[src/rtl/dot_product_fsm.sv]
// Dot-product sequencer: sweeps two operand memories over a programmed length,
// multiplies element pairs and accumulates a signed result behind a valid/ready handshake.
module dot_product_fsm #(
  parameter int DATA_WIDTH = 32,
  parameter int ADDR_WIDTH = 5,
  parameter int VEC_LEN    = 32,
  parameter int ACC_WIDTH  = 69
) (
  input  logic                  clk,
  input  logic                  rst,
  input  logic                  start,
  input  logic [ADDR_WIDTH:0]   len,
  output logic                  busy,
  output logic                  read_en,
  output logic [ADDR_WIDTH-1:0] read_address,
  input  logic [DATA_WIDTH-1:0] a_data,
  input  logic [DATA_WIDTH-1:0] b_data,
  output logic [ACC_WIDTH-1:0]  result,
  output logic                  result_valid,
  input  logic                  result_ready
);

  localparam int                PROD_WIDTH = 2 * DATA_WIDTH;
  localparam logic [ADDR_WIDTH:0] MAX_LEN  = (ADDR_WIDTH + 1)'(VEC_LEN);
  localparam logic [ADDR_WIDTH:0] LEN_ONE  = (ADDR_WIDTH + 1)'(1);

  typedef enum logic [1:0] {IDLE, RUN, DRAIN, DONE} state_t;

  state_t                       state_q, state_d;
  logic [ADDR_WIDTH:0]          len_q;
  logic [ADDR_WIDTH:0]          len_clamped;
  logic [ADDR_WIDTH:0]          last_idx;
  logic [ADDR_WIDTH-1:0]        idx_q;
  logic                         drain_q;
  logic                         rd_vld_q;
  logic                         prod_vld_q;
  logic signed [PROD_WIDTH-1:0] product_q;
  logic [ACC_WIDTH-1:0]         acc_q;
  logic [ACC_WIDTH-1:0]         acc_next;
  logic [ACC_WIDTH-1:0]         product_ext;
  logic [ACC_WIDTH-1:0]         result_q;
  logic                         accept;

  assign len_clamped = (len > MAX_LEN) ? MAX_LEN : len;
  assign last_idx    = len_q - LEN_ONE;
  assign accept      = (state_q == IDLE) && start;
  assign product_ext = {{(ACC_WIDTH - PROD_WIDTH){product_q[PROD_WIDTH-1]}}, product_q};
  // The last product lands in the final drain cycle, so the result is captured from acc_next.
  assign acc_next    = prod_vld_q ? (acc_q + product_ext) : acc_q;

  always_ff @(posedge clk) begin
    if (rst) state_q <= IDLE;
    else     state_q <= state_d;
  end

  always_comb begin
    state_d = state_q;
    case (state_q)
      IDLE:    if (start) state_d = (len_clamped == '0) ? DONE : RUN;
      RUN:     if ({1'b0, idx_q} == last_idx) state_d = DRAIN;
      DRAIN:   if (drain_q) state_d = DONE;
      DONE:    if (result_ready) state_d = IDLE;
      default: state_d = IDLE;
    endcase
  end

  always_comb begin
    busy         = (state_q != IDLE);
    read_en      = (state_q == RUN);
    result_valid = (state_q == DONE);
  end

  assign read_address = idx_q;
  assign result       = result_q;

  always_ff @(posedge clk) begin
    if (rst) begin
      len_q      <= '0;
      idx_q      <= '0;
      drain_q    <= 1'b0;
      rd_vld_q   <= 1'b0;
      prod_vld_q <= 1'b0;
      product_q  <= '0;
      acc_q      <= '0;
      result_q   <= '0;
    end else begin
      rd_vld_q   <= read_en;
      prod_vld_q <= rd_vld_q;
      if (rd_vld_q)
        product_q <= (PROD_WIDTH)'($signed(a_data)) * (PROD_WIDTH)'($signed(b_data));

      if (accept) begin
        len_q    <= len_clamped;
        idx_q    <= '0;
        acc_q    <= '0;
        result_q <= '0;
      end else begin
        acc_q <= acc_next;
      end

      if (state_q == RUN) idx_q <= idx_q + 1'b1;

      if (state_q == DRAIN) drain_q <= ~drain_q;
      else                  drain_q <= 1'b0;

      if ((state_q == DRAIN) && drain_q) result_q <= acc_next;
    end
  end

endmodule

[config.mk]
export PLATFORM = sky130hd
export DESIGN_NAME = dot_product_fsm
export DESIGN_NICKNAME = d
export VERILOG_FILES = /design/src/rtl/dot_product_fsm.sv
export SDC_FILE = /design/constraint.sdc
export NUM_CORES = 2
export LEC_CHECK = 0
export BUFFER_PORTS_ARGS = -buffer_cell sky130_fd_sc_hd__buf_2
export CAP_MARGIN = 40
export CORE_MARGIN = 2
export CORE_UTILIZATION = 45
export DETAILED_ROUTE_END_ITERATION = 16
export GPL_ROUTABILITY_DRIVEN = 0
export MAX_ROUTING_LAYER = met4
export PLACE_DENSITY = 0.6
export SKIP_CTS_REPAIR_TIMING = 1
export SLEW_MARGIN = 0
export SYNTH_ARGS = -nofsm -noshare
export SYNTH_HDL_FRONTEND = slang
export SYNTH_SLANG_ARGS = --single-unit
[constraint.sdc]
create_clock -name clk -period 11.95 [get_ports clk]
set_clock_uncertainty 0.15 [all_clocks]
set_input_delay 2.39 -clock clk [delete_from_list [all_inputs] [get_ports clk]]
set_output_delay 2.39 -clock clk [all_outputs]
set_load 0.1 [all_outputs]
==> metrics.yaml <==
rsz0062_at_grt: "no"
cts_buffers: 25
layout_min_cycle_time_ns: 10.27
ant_nets: 0
crit_required_ns: 12.21
path_max_fanout: 19
crit_arrival_ns: 10.54
drc: 0
root_buffer: "clkbuf_16"
ys.warnings.count: 0
fillers: 10304
drive_gt1_frac: 0.0494
status: "finished, final reports clean"
drv_cap: 0
timing.final.crit_share: 0.860
rows: 120
synth_area_um2: 48200
yosys.area.top_type: "fa_1"
finalHoldViolations: 0
start_util: 0.452
min_from: "result[68]"
dpl.hpwl_um: 106000
ys_types: 81
cp-end-kind: "register"
synthCells: 5358
synthSimpleGateAreaFrac: 0.163
synth_compound_area_frac: 0.0848
synth_edf_count: 0
seq_area_frac_synth: 0.0905
cts_max_level: 1
r2r_start: "product_q[0]"
setup.worst_path.start: "b_data[8]"
numClockSinks: 218
grt_util_met2: 0.405
ys_ff_latch: 218
synth_top_family_by_area: "adder cells"
multi_input_area_um2: 38900
fin_area_um2: 50600
grt_util_met3: 0.0245
final_nets: 6683
synth_nets: 6774
io_buffers: 150
cts_tree: "built"
clk_pin_slew_worst_paths_ns: 0.06
maxSlewViolCount: 0
synth_commonest_cells: "fa_1 (1083), inv_1 (1015), nand2_1 (665)"
die_area_um2: 110000
vias_per_cell: 5.32
worstSetupStartpointType: "input port"
core_area_um2: 107000
grt_max_degree: 74
place_area_um2: 49800
insertion_delay_ns: 0.55
die_height_um: 331
seq_area_um2: 4370
grt_overflow: 0
ys.flop_type: "dfxtp_1"
synthXorXnorAreaFrac: 0.0245
min_path_type: "register to register"
syn_to_final_growth_pct: 5.01
setup_viol: 0
cts_buffer_depth: 3
grt_pass1_vias: 38421
slew_headroom: 0.428
via_count: 35572
synth_adder_area_share: 0.517
synth_mux_area_frac: 0.0181
async_reset_ff_frac: 0
die_x_um: 331
wl_um: 128000
synth_most_common_cell: "fa_1"
synth_top_area_frac: 0.450
synth.area.top_cells: "fa_1 (45%), dfxtp_1 (9.1%), inv_1 (7.9%)"
post_drt_wl_per_cell_um: 19.1
worst_pin_slew_ns: 0.857
postSynthAreaPerCell_um2: 9.00
tns_ns: 0
grt-busiest-layer: "met2"
grt_usage: 0.248
fmax_ghz: 0.0973
crit_type: "input port to register"
grt_pass1_wl_um: 212000
r2r_slack_ns: 7.86
io_pins: 151
first_iter_violations: 2114
first_pass_iters: 6
antenna_found_initial: 6
use_met1: 0.341
==> stage by stage <==
| stage | util | std cells | hold slack (ns) | setup WS, ns |
|---|---|---|---|---|
| CTS | 0.475 | 6683 | 0.306 | 1.74 |
| finish | 0.475 | 6688 | 0.299 | 1.68 |
| global placement | 0.467 | 6642 | 0.285 | 1.22 |
| detailed placement | 0.468 | 6643 | 0.292 | 1.20 |
| floorplan | - | 5358 | 0.295 | 1.95 |
| global route | 0.475 | 6685 | 0.324 | 1.18 |
==> area by class of cell <==
class                           instances  share of cell area
Timing Repair Buffer                  181              0.0196
Sequential cell                       218              0.0863
Tap cell                             1403              0.0347
Clock buffer                           31              0.0138
Clock inverter                          9             0.00156
Multi-Input combinational cell       3826               0.769
Inverter                             1015              0.0752
Antenna cell                            5            0.000247
==> logic make-up (layout without fill, tap and decap cells) <==
kind of cell,count (synthesis),after routing
AOI/OAI and AO/OA,627,627
xor gates and xnor gates,135,135
adders and majority gates,1342,1342
buffers and inverters,1314,1236
DFF,218,218
muxes,87,87
other,0,5
and+or+nand+nor,1635,1635
==> registers in the layout (all words and copies together), names as in the netlist <==
register	count
product_q	64
drain_q	1
prod_vld_q	1
state_q	2
read_address	5
acc_q	69
len_q	6
result	69
rd_vld_q	1
==> worst paths after layout <==
kind / cells past startpoint / end
setup / recovery: 27 / product_q[63]
hold / removal: 2 / result[68]
setup reg to reg: 12 / result[42]
hold reg to reg: 2 / result[68]
==> per-layer routing <==
| layer | wire (um) | up-vias |
|---|---|---|
| met5 | 0 | - |
| met2 | 61100 | 978 |
| met4 | 2320 | 0 |
| met1 | 57000 | 18317 |
| met3 | 7110 | 133 |
| li1 | - | 16144 |
==> worst max-delay path, cell delays in order <==
cell and delay [ns]:
buf_2 0.42, buf_4 0.33, nand2_1 0.11, fa_1 0.59
inv_1 0.07, fa_1 0.53, inv_1 0.06, fa_1 0.49
fa_1 0.51, inv_1 0.05, fa_1 0.60, fa_1 0.48
fa_1 0.52, inv_1 0.06, fa_1 0.51, inv_1 0.04
ha_1 0.44, a21oi_1 0.32, o21ai_0 0.14, a221oi_1 0.32
o221ai_1 0.24, a21oi_1 0.24, a21oi_1 0.14, a2111oi_0 0.58
xnor2_1 0.12, mux2i_1 0.15, nor2_1 0.06
==> cells in the final DEF, fill, tap and decap left out, drive strengths merged, types with 46 or more instances in the layout <==
cell / count
buf: 181
o21ai: 119
xnor2: 89
a21oi: 208
fa: 1083
inv: 1015
nor2: 272
a21o: 78
and2: 492
nand2: 665
xor2: 46
dfxtp: 218
ha: 259
mux2i: 87
Power is left out: the tool's default activity adds up to more than one toggle a clock period on the data nets, which glitch-free logic cannot reach.
